## src/rtl/fixed_lat_resp_pkg.sv

```systemverilog
// Shared types and sizing helpers for the fixed-latency response buffer.
package fixed_lat_resp_pkg;

  localparam int unsigned DefaultDataWidth = 101;

  typedef logic [DefaultDataWidth-1:0] resp_payload_t;

  // Width of a counter that must hold every value 0..n.
  function automatic int unsigned cnt_width(input int unsigned n);
    return (n < 1) ? 1 : $clog2(n + 1);
  endfunction

endpackage

```

## src/rtl/fixed_lat_resp_ring.sv

```systemverilog
// Circular response storage with wrap at any NumEntries, simultaneous push/pop
// at every fill level and a synchronous clear.
module fixed_lat_resp_ring
  import fixed_lat_resp_pkg::*;
#(
  parameter int unsigned NumEntries = 4,
  parameter int unsigned DataWidth  = DefaultDataWidth,
  localparam int unsigned CntW      = cnt_width(NumEntries)
) (
  input  logic                 clk_i,
  input  logic                 rst_ni,
  input  logic                 clear,
  input  logic                 push,
  input  logic                 pop,
  input  logic [DataWidth-1:0] push_data,
  output logic [DataWidth-1:0] head_data,
  output logic [CntW-1:0]      count
);

  localparam int unsigned PtrW = (NumEntries > 1) ? $clog2(NumEntries) : 1;
  localparam logic [PtrW-1:0] LastPtr = PtrW'(NumEntries - 1);

  logic [DataWidth-1:0] mem [NumEntries];
  logic [PtrW-1:0]      wr_ptr;
  logic [PtrW-1:0]      rd_ptr;
  logic                 full;
  logic                 empty;
  logic                 do_push;
  logic                 do_pop;

  assign full      = (count == CntW'(NumEntries));
  assign empty     = (count == '0);
  // A full ring still takes a push when the head leaves in the same cycle.
  assign do_push   = push && (!full || pop);
  assign do_pop    = pop && !empty;
  assign head_data = mem[rd_ptr];

  function automatic logic [PtrW-1:0] next_ptr(input logic [PtrW-1:0] p);
    return (p == LastPtr) ? '0 : p + PtrW'(1);
  endfunction

  always_ff @(posedge clk_i or negedge rst_ni) begin
    if (!rst_ni) begin
      wr_ptr <= '0;
      rd_ptr <= '0;
      count  <= '0;
    end else if (clear) begin
      wr_ptr <= '0;
      rd_ptr <= '0;
      count  <= '0;
    end else begin
      if (do_push) wr_ptr <= next_ptr(wr_ptr);
      if (do_pop)  rd_ptr <= next_ptr(rd_ptr);
      if (do_push && !do_pop) begin
        count <= count + CntW'(1);
      end else if (!do_push && do_pop) begin
        count <= count - CntW'(1);
      end
    end
  end

  always_ff @(posedge clk_i) begin
    if (do_push) mem[wr_ptr] <= push_data;
  end

endmodule

```

## src/rtl/fixed_lat_resp_buf.sv

```systemverilog
// Credit-based response buffer behind a fixed-latency delay line, with flush/drop handling.
// Optional FIXED_LAT_RESP_BUF_FALL_THROUGH_EN: same-cycle bypass when the ring is empty.
module fixed_lat_resp_buf
  import fixed_lat_resp_pkg::*;
#(
  parameter int unsigned Depth      = 1,
  parameter int unsigned NumEntries = 4,
  parameter int unsigned DataWidth  = DefaultDataWidth,
  localparam int unsigned CntW      = cnt_width(NumEntries)
) (
  input  logic                 clk_i,
  input  logic                 rst_ni,
  input  logic                 flush_i,
  input  logic                 req_valid_i,
  output logic                 req_ready_o,
  input  logic                 resp_valid_i,
  input  logic [DataWidth-1:0] resp_data_i,
  output logic                 out_valid_o,
  input  logic                 out_ready_i,
  output logic [DataWidth-1:0] out_data_o,
  output logic [CntW-1:0]      credits_o
);

  if (NumEntries == 0) begin : g_bad_cfg
    $error("fixed_lat_resp_buf: NumEntries must be at least 1");
  end

  logic [CntW-1:0]      credits;
  logic [CntW-1:0]      inflight;
  logic [CntW-1:0]      inflight_next;
  logic [CntW-1:0]      drop_cnt;
  logic [CntW-1:0]      fill;
  logic [DataWidth-1:0] head;
  logic [DataWidth-1:0] payload;
  logic                 issue;
  logic                 accept;
  logic                 dropping;
  logic                 empty;
  logic                 full;
  logic                 push;
  logic                 pop;
  logic                 handshake;
  logic                 credit_ret;

  assign req_ready_o   = (credits != '0);
  assign credits_o     = credits;
  assign issue         = req_valid_i && req_ready_o;
  assign accept        = resp_valid_i && (drop_cnt == '0);
  assign dropping      = resp_valid_i && (drop_cnt != '0);
  assign empty         = (fill == '0);
  assign full          = (fill == CntW'(NumEntries));
  assign pop           = out_ready_i && !empty;
  assign inflight_next = inflight + CntW'(issue) - CntW'(resp_valid_i);

`ifdef FIXED_LAT_RESP_BUF_FALL_THROUGH_EN
  logic bypass;
  // An accepted response facing an empty ring is offered at once; if taken it never lands.
  assign bypass      = accept && empty;
  assign out_valid_o = !empty || bypass;
  assign payload     = empty ? resp_data_i : head;
  assign push        = accept && !(bypass && out_ready_i);
`else
  assign out_valid_o = !empty;
  assign payload     = head;
  assign push        = accept;
`endif

  assign handshake  = out_valid_o && out_ready_i;
  assign credit_ret = handshake || dropping;
  assign out_data_o = out_valid_o ? payload : '0;

  fixed_lat_resp_ring #(
    .NumEntries (NumEntries),
    .DataWidth  (DataWidth)
  ) u_ring (
    .clk_i     (clk_i),
    .rst_ni    (rst_ni),
    .clear     (flush_i),
    .push      (push),
    .pop       (pop),
    .push_data (resp_data_i),
    .head_data (head),
    .count     (fill)
  );

  // Flush re-bases credits on what is still in the delay line; ring contents are simply lost.
  always_ff @(posedge clk_i or negedge rst_ni) begin
    if (!rst_ni) begin
      credits  <= CntW'(NumEntries);
      inflight <= '0;
      drop_cnt <= '0;
    end else begin
      inflight <= inflight_next;
      if (flush_i) begin
        drop_cnt <= inflight_next;
        credits  <= CntW'(NumEntries) - inflight_next;
      end else begin
        if (dropping) drop_cnt <= drop_cnt - CntW'(1);
        if (issue && !credit_ret) begin
          credits <= credits - CntW'(1);
        end else if (!issue && credit_ret) begin
          credits <= credits + CntW'(1);
        end
      end
    end
  end

  a_room_for_resp: assert property (@(posedge clk_i) disable iff (!rst_ni)
    !(accept && full && !pop));

  a_inflight_bound: assert property (@(posedge clk_i) disable iff (!rst_ni)
    32'(inflight) <= Depth);

endmodule

```

## config.mk

```make
export PLATFORM = sky130hd
export DESIGN_NAME = fixed_lat_resp_buf
export DESIGN_NICKNAME = d
export VERILOG_FILES = /design/src/rtl/fixed_lat_resp_pkg.sv /design/src/rtl/fixed_lat_resp_ring.sv /design/src/rtl/fixed_lat_resp_buf.sv
export SDC_FILE = /design/constraint.sdc
export NUM_CORES = 1
export LEC_CHECK = 0
export ABC_AREA = 1
export CORE_ASPECT_RATIO = 1.4
export CORE_MARGIN = 10
export CORE_UTILIZATION = 40
export DETAILED_ROUTE_END_ITERATION = 12
export HOLD_SLACK_MARGIN = 0.06
export SYNTH_ARGS = -nofsm -noshare
export SYNTH_HDL_FRONTEND = slang
export SYNTH_SLANG_ARGS = --single-unit
```

## constraint.sdc

```tcl
create_clock -name clk_i -period 17.5 [get_ports clk_i]
set_clock_uncertainty 0.2 [all_clocks]
set_input_delay 3.5 -clock clk_i [delete_from_list [all_inputs] [get_ports clk_i]]
set_output_delay 3.5 -clock clk_i [all_outputs]
set_load 0.02 [all_outputs]
```

==> out/qor.csv, run 1 <==
metric;value;unit
via_count;10621;
cp.arrival;4.23;ns
status;complete, no violations;
antenna_found_initial;5;
chipWidth;193;µm
grt_pass1_vias;10803;
numCtsBuffers;41;
grt_start_max_net_pins;116;
routed_wl;40.8;mm
rr_worst_depth;8;
avgSynthCellArea;12.5;µm²
pre_cts_ws;10.07;ns
die_h;263;µm
synthTopCellsByArea;edfxtp_1, nor2_1, o21ai_1, a21oi_1, dfrtp_1;
place_inst;2029;
finalSetupViolCount;0;
synthCells;1343;
grt-ovfl-total;0;
worstReg2RegStart;drop_cnt[0]$_DFFE_PN0P_;
cts.sinks;420;
worst_pin_slew;1.15;ns
cts.path.max_buffers;3;
worst_ir_drop_vdd;95.7;µV
crit_fanout;103;
cts_setup_buffers;0;
port_buffers;212;
synth_flop_cell;edfxtp_1;
final_nets;1652;
worstHoldStart;drop_cnt[2]$_DFFE_PN0P_;
ys_warn_count;0;
hold_path.class;flop to flop;
crit_required;13.80;ns
netlist-cell-type-count;29;
start_util;0.407;
io_pins;213;
clk_latency;0.53;ns
synth_edf_count;404;
gp_congestion;0.763;
met2_usage;0.278;
end_kind;output pin;
setup-tns-final;0;ns
synth_nets;1463;
synth_top_cell_by_area;edfxtp_1;
slew_headroom;0.235;
die-area;50800;µm²
p_per_area;164;nW/µm²
use_met1;0.181;
layout-drive-gt1-share;0.0601;
min_path_cells;2;
cts_resized;0;
rsz0062_at_grt;false;
placed_cell_area;19300;µm²
async_reset_ff_frac;0.0381;
leakage;6.94;nW
drt-initial-drc-count;688;
htreeDepth;2;
syn_area;16800;µm²
synth_seq_cells;420;
finalNonFillerCells;2106;
cap_violations;0;
drtPass1Iterations;5;
track_usage;0.155;
start_kind;flop;
routedWlPerCell;19.4;µm
vias_per_cell;5.04;
core_area;41400;µm²
synthTopCellsByCount;nor2_1, edfxtp_1, o21ai_1;
top_usage_layer;met2;
ant_nets;0;
dpl.hpwl;23.1;mm
critical_path_class;flop to output pin;
drv_slew;0;
yosysMostFrequentCell;nor2_1;
drc;0;
fin_area;20600;µm²
cts_tree;done;
layout_min_cycle_time;7.93;ns
ctsHoldBuffers;0;
synth_top_area_frac;0.720;
fmax;126;MHz
area_growth_syn_to_layout;22.4;%
power;3.39;mW
clk_pin_slew;0.07;ns
met3_usage;0.0321;
row_count;88;
grt_pass1_wl;62.8;mm
holdWs;0.320;ns
cts_root_buf;clkbuf_16;
fin_ws;9.57;ns
final_util;0.498;
finalCritPeriodShare;0.453;
reg2reg_to;u_ring.mem[0][69]$_DFFE_PP_;
r2r_setup_slack;13.81;ns
hold_violations;0;
hold_end;drop_cnt[2]$_DFFE_PN0P_;
yosysSeqAreaShare;0.744;
-- critical path, cell delays in order, from the launching register on --
cell and delay, ns:
dfrtp_4 0.44, buf_4 0.85, buf_4 1.00, nor2_1 0.13, nor2_1 0.15, o21ai_1 0.08
a21oi_1 0.29, clkdlybuf4s50_1 0.67
-- logic make-up after synthesis --
group,Yosys count,share of synthesized area
AOI/OAI and AO/OA,319,0.0952
buffers and inverters,116,0.0369
DFF,420,0.744
and+or+nand+nor,475,0.113
adders and majority gates,13,0.0110
-- per-layer routing --
layer | up-vias | routed length, µm
met2 | 255 | 21500
met1 | 5187 | 16400
li1 | 5109 | -
met3 | 64 | 2090
met4 | 6 | 821
met5 | - | 54
-- flip-flops by register name (all words and copies together) (netlist names) --
register,cells
inflight,3
u_ring.count,3
drop_cnt,3
credits_o,3
u_ring.wr_ptr,2
u_ring.mem,404
u_ring.rd_ptr,2
-- final cells by class --
class                      instances  area (µm²)
sequential                       420       12500
clock inverter                    27         233
antenna                            2        5.00
multi-input combinational        807        3720
clock buffer                      48        1070
fill                            3627       20800
timing repair buffer             226        2230
tap                              540         676
inverter                          36         144
-- how the worst max path moves through the flow --
stage	cells after the start	from	endpoint	slack (ns)
after floorplan	4	resp_valid_i	u_ring.mem[0][0]$_DFFE_PP_	8.72
after global placement	7	u_ring.rd_ptr[0]$_DFFE_PN0P_	out_data_o[23]	10.15
after detailed placement	7	u_ring.rd_ptr[0]$_DFFE_PN0P_	out_data_o[79]	10.07
after CTS	7	u_ring.rd_ptr[0]$_DFFE_PN0P_	out_data_o[79]	9.48
after global routing	7	u_ring.rd_ptr[0]$_DFFE_PN0P_	out_data_o[79]	9.27
final	7	u_ring.rd_ptr[0]$_DFFE_PN0P_	out_data_o[79]	9.57
-- cells in the final DEF (no fill, tap or decap), drive strengths merged --
cell and n:
clkinv 22, nor2 417, inv 35, nand2 38, dfstp 1, o22ai 2, dfrtp 15, ha 10
diode 2, a21oi 103, a31oi 1, edfxtp 404, o21ai 213, bufinv 4, nand3 14, clkbuf 48
clkinvlp 2, clkdlybuf4s50 212, fa 3, nor3 1, nand4 5, buf 14
-- where the power goes --
part	internal, mW	switching (mW)
Combinational	0.500	0.829
Clock	0.498	0.361
Sequential	1.17	0.0313
Total	2.16	1.22
No activity file was read; power rests on OpenSTA's default activity.
==> run 2: changes to the inputs <==
Clock period 17.5 ns to 6.6 ns, I/O delays scaled along.
==> out/qor.csv, run 2 (same netlist as run 1, synthesis figures left out) <==
metric;value;unit;change
via_count;10684;;+0.59%
start_kind;flop;;
grt-ovfl-total;0;;unchanged
grt_start_max_net_pins;205;;+77%
finalSetupViolCount;0;;unchanged
layout-drive-gt1-share;0.0646;;+0.00448
p_per_area;437;nW/µm²;+170%
grt_pass1_wl;62.9;mm;+0.24%
io_pins;213;;unchanged
gp_congestion;0.751;;-1.6%
ctsHoldBuffers;0;;unchanged
port_buffers;212;;unchanged
area_growth_syn_to_layout;22.9;%;
rsz0062_at_grt;false;;
cts.sinks;420;;unchanged
die-area;50800;µm²;unchanged
cts_tree;done;;
holdWs;0.315;ns;-0.00543 ns
drc;0;;unchanged
slew_headroom;0.323;;+0.0886
routedWlPerCell;19.4;µm;about the same
start_util;0.407;;unchanged
final_nets;1654;;+0.12%
largest_reg_flops;404;;unchanged
worst_pin_slew;1.01;ns;-0.133 ns
final_cell_mix;nor2_1, edfxtp_1, clkdlybuf4s50_1;;
cts_resized;0;;unchanged
cp.arrival;3.44;ns;-0.79 ns
final_common_cell;nor2_1;;
worst_ir_drop_vdd;343;µV;+260%
end_kind;output pin;;
hold_violations;0;;unchanged
drtPass1Iterations;5;;unchanged
drt-initial-drc-count;693;;+0.73%
layout_min_cycle_time;4.96;ns;
cap_violations;0;;unchanged
row_count;88;;unchanged
cts_setup_buffers;0;;unchanged
clk_latency;0.54;ns;about the same
cts.path.max_buffers;3;;unchanged
core_area;41400;µm²;unchanged
status;complete, no violations;;
htreeDepth;2;;unchanged
hold_path.class;flop to flop;;
crit_fanout;75;;-27%
track_usage;0.154;;-0.00102
die_h;263;µm;unchanged
regMostFlops;u_ring.mem;;
antenna_found_initial;3;;-2
ant_nets;0;;unchanged
clk_pin_slew;0.06;ns;about the same
crit_required;5.08;ns;-8.72 ns
dpl.hpwl;23.3;mm;+1.0%
vias_per_cell;5.08;;+0.64%
drv_slew;0;;unchanged
chipWidth;193;µm;unchanged
setup-tns-final;0;ns;unchanged
power;9.04;mW;+170%
leakage;6.99;nW;+0.62%
finalCritPeriodShare;0.751;;
routed_wl;40.8;mm;about the same
grt_pass1_vias;10821;;+0.17%
numCtsBuffers;41;;unchanged
fmax;202;MHz;
critical_path_class;flop to output pin;;
cts_root_buf;clkbuf_16;;
-- run 2: cell count changes in the layout (fill, tap and decap cells not counted), sizes merged --
| cell | change |
|---|---|
| diode | -1 |
| buf | +2 |
| inv | +2 |
| clkinv | -9 |
| clkbuf | +6 |
| clkinvlp | -1 |
-- run 2: critical path, stage by stage, from the launching register on --
cell,delay [ns]
dfrtp_4,0.91
inv_4,0.55
buf_4,0.38
nor2_1,0.13
o21ai_1,0.09
a21oi_1,0.16
clkdlybuf4s50_1,0.65
-- run 2: final cells by class --
| class | instances | area (µm²) |
|---|---|---|
| sequential | 420 | 12500 |
| tap | 540 | 676 |
| fill | 3630 | 20700 |
| inverter | 36 | 144 |
| antenna | 1 | 2.50 |
| multi-input combinational | 807 | 3720 |
| timing repair buffer | 228 | 2290 |
| clock inverter | 19 | 205 |
| clock buffer | 54 | 1120 |
-- run 2: path summary, 6_finish.rpt --
| check | start | end | slack, ns | depth (start not counted) |
|---|---|---|---|---|
| setup / recovery | u_ring.rd_ptr[1]$_DFFE_PN0P_ | out_data_o[89] | 1.64 | 6 |
| hold / removal | drop_cnt[2]$_DFFE_PN0P_ | drop_cnt[2]$_DFFE_PN0P_ | 0.31 | 2 |
| setup reg to reg | credits_o[2]$_DFFE_PN1P_ | credits_o[2]$_DFFE_PN1P_ | 3.70 | 15 |
| hold reg to reg | drop_cnt[2]$_DFFE_PN0P_ | drop_cnt[2]$_DFFE_PN0P_ | 0.31 | 2 |
| max in group asynchronous | rst_ni | u_ring.rd_ptr[0]$_DFFE_PN0P_ | 4.55 | 1 |
| min in group asynchronous | rst_ni | credits_o[1]$_DFFE_PN0P_ | 1.06 | 1 |
-- run 2: routing by layer --
metal	global-route usage	part of all wire	routed length, µm	vias to the layer above
li1	-	-	-	5116
met1	0.183	0.40	16500	5240
met2	0.272	0.52	21100	265
met3	0.0323	0.054	2180	59
met4	0.0498	0.023	941	4
met5	0	0.00066	27	-
-- run 2: report_power, final --
group / switching [mW] / internal (mW)
combinational: 2.20 / 1.35
clock: 0.958 / 1.35
sequential: 0.0870 / 3.10
total: 3.24 / 5.80
-- run 2: metrics by stage --
stage / setup WS [ns] / instance area, µm² / utilization / instances
after global placement: 2.17 / 19400 / 0.468 / 2031
after CTS: 1.55 / 20700 / 0.500 / 2104
after floorplan: 0.00282 / 16800 / - / 1343
after detailed placement: 2.14 / 19400 / 0.468 / 2031
final: 1.64 / 20700 / 0.500 / 2105
after global routing: 1.40 / 20700 / 0.500 / 2105
==> run 3: changes to the inputs <==
Clock period 6.6 ns to 4.4 ns, I/O delays scaled along.
==> out/qor.csv, run 3 (same netlist as run 1, synthesis figures left out) <==
metric;value;unit;change
area_growth_syn_to_layout;23.5;%;
leakage;7.02;nW;+0.45%
drv_slew;0;;unchanged
reg2reg_to;credits_o[2]$_DFFE_PN1P_;;
die-area;50800;µm²;unchanged
cts_tree;done;;
wl_met3;2.02;mm;-7.3%
end_kind;output pin;;
start_util;0.407;;unchanged
drtPass1Iterations;5;;unchanged
vias_per_cell;5.09;;+0.37%
rsz0062_at_grt;false;;
setup.worst_path.end;out_data_o[49];;
cts.path.max_buffers;3;;unchanged
holdWs;0.309;ns;-0.00582 ns
nFillCells;3608;;-0.61%
start_kind;flop;;
fmax;246;MHz;
final_cell_mix;nor2_1, edfxtp_1, clkdlybuf4s50_1;;
crit_fanout;36;;-52%
grt_pass1_vias;10954;;+1.2%
fin_ws;0.336;ns;-1.31 ns
largest_reg_flops;404;;unchanged
slew_headroom;0.408;;+0.0850
layout-drive-gt1-share;0.0661;;+0.00150
p_per_area;646;nW/µm²;+48%
htreeDepth;2;;unchanged
grt-ovfl-total;0;;unchanged
core_area;41400;µm²;unchanged
setup-tns-final;0;ns;unchanged
row_count;88;;unchanged
ctsHoldBuffers;0;;unchanged
numCtsBuffers;41;;unchanged
dpl.hpwl;25.0;mm;+7.3%
cap_violations;0;;unchanged
port_buffers;212;;unchanged
hold_violations;0;;unchanged
cts.sinks;420;;unchanged
finalSetupViolCount;0;;unchanged
register_area;12500;µm²;unchanged
multi_input_area;3720;µm²;unchanged
cts_root_buf;clkbuf_16;;
via_count;10780;;+0.90%
final_common_cell;nor2_1;;
grt_pass1_wl;63.8;mm;+1.4%
io_pins;213;;unchanged
worst_pin_slew;0.885;ns;-0.130 ns
worst_ir_drop_vdd;340;µV;-0.87%
die_h;263;µm;unchanged
chipWidth;193;µm;unchanged
final_nets;1666;;+0.73%
hold_path.class;flop to flop;;
cp.arrival;2.98;ns;-0.46 ns
ant_nets;0;;unchanged
antenna_found_initial;5;;+2
layout_min_cycle_time;4.06;ns;
track_usage;0.157;;+0.00284
gp_congestion;0.740;;-1.4%
finalCritPeriodShare;0.924;;
top_layer;met5;;
cts_resized;0;;unchanged
clk_latency;0.54;ns;about the same
pre_cts_ws;0.907;ns;-1.24 ns
drc;0;;unchanged
cts_setup_buffers;0;;unchanged
wl_met2;21.1;mm;about the same
routed_wl;41.1;mm;+0.85%
rr_worst_depth;15;;unchanged
drt-initial-drc-count;631;;-8.9%
r2r_setup_slack;1.63;ns;-2.07 ns
critical_path_class;flop to output pin;;
worstReg2RegStart;credits_o[2]$_DFFE_PN1P_;;
routedWlPerCell;19.4;µm;+0.33%
clk_pin_slew;0.06;ns;about the same
status;complete, no violations;;
crit_required;3.32;ns;-1.76 ns
grt_start_max_net_pins;87;;-58%
wl_met1;16.9;mm;+2.4%
setup.worst_path.start;u_ring.rd_ptr[1]$_DFFE_PN0P_;;
regMostFlops;u_ring.mem;;
[run 3: power by group]
| group | internal, mW | switching [mW] |
|---|---|---|
| Sequential | 4.64 | 0.131 |
| Combinational | 2.09 | 3.33 |
| Clock | 1.85 | 1.39 |
| Total | 8.58 | 4.85 |
[run 3: layer usage]
metal  up-vias  GRT usage
met5         -          0
met4         6     0.0549
met3        70     0.0342
met2       247      0.277
met1      5321      0.185
li1       5136          -
[run 3: area by class of cell]
type,instances,area share
flip-flops and latches,420,0.603
clock buffers,57,0.0542
repair buffers,240,0.120
multi-input cells,807,0.179
well taps,540,0.0325
diodes,2,0.000241
inverters,36,0.00698
clock inverters,14,0.00463
[run 3: through the flow]
step / utilization / instance area (µm²) / std cells / power [mW]
after global routing: 0.503 / 20800 / 2116 / 14.2
after CTS: 0.502 / 20800 / 2114 / 13.7
after detailed placement: 0.473 / 19600 / 2043 / 10.4
after floorplan: - / 16900 / 1343 / 8.00
final: 0.503 / 20800 / 2116 / 13.4
after global placement: 0.473 / 19600 / 2043 / 10.4
[run 3: how the worst min path moves through the flow]
stage | from | endpoint | slack, ns | depth (start not counted)
CTS | drop_cnt[2]$_DFFE_PN0P_ | drop_cnt[2]$_DFFE_PN0P_ | 0.32 | 2
global placement | drop_cnt[2]$_DFFE_PN0P_ | drop_cnt[2]$_DFFE_PN0P_ | 0.30 | 2
detailed placement | drop_cnt[2]$_DFFE_PN0P_ | drop_cnt[2]$_DFFE_PN0P_ | 0.31 | 2
floorplan | drop_cnt[2]$_DFFE_PN0P_ | drop_cnt[2]$_DFFE_PN0P_ | 0.28 | 2
global route | drop_cnt[2]$_DFFE_PN0P_ | drop_cnt[2]$_DFFE_PN0P_ | 0.34 | 2
finish | drop_cnt[2]$_DFFE_PN0P_ | drop_cnt[2]$_DFFE_PN0P_ | 0.31 | 2
[run 3: worst max-delay path, stage by stage (launching register included)]
cell and delay (ns):
dfrtp_4 0.66, inv_4 0.30, buf_4 0.30, nor2_1 0.11, o21ai_1 0.07, a21oi_1 0.28
clkdlybuf4s50_1 0.68
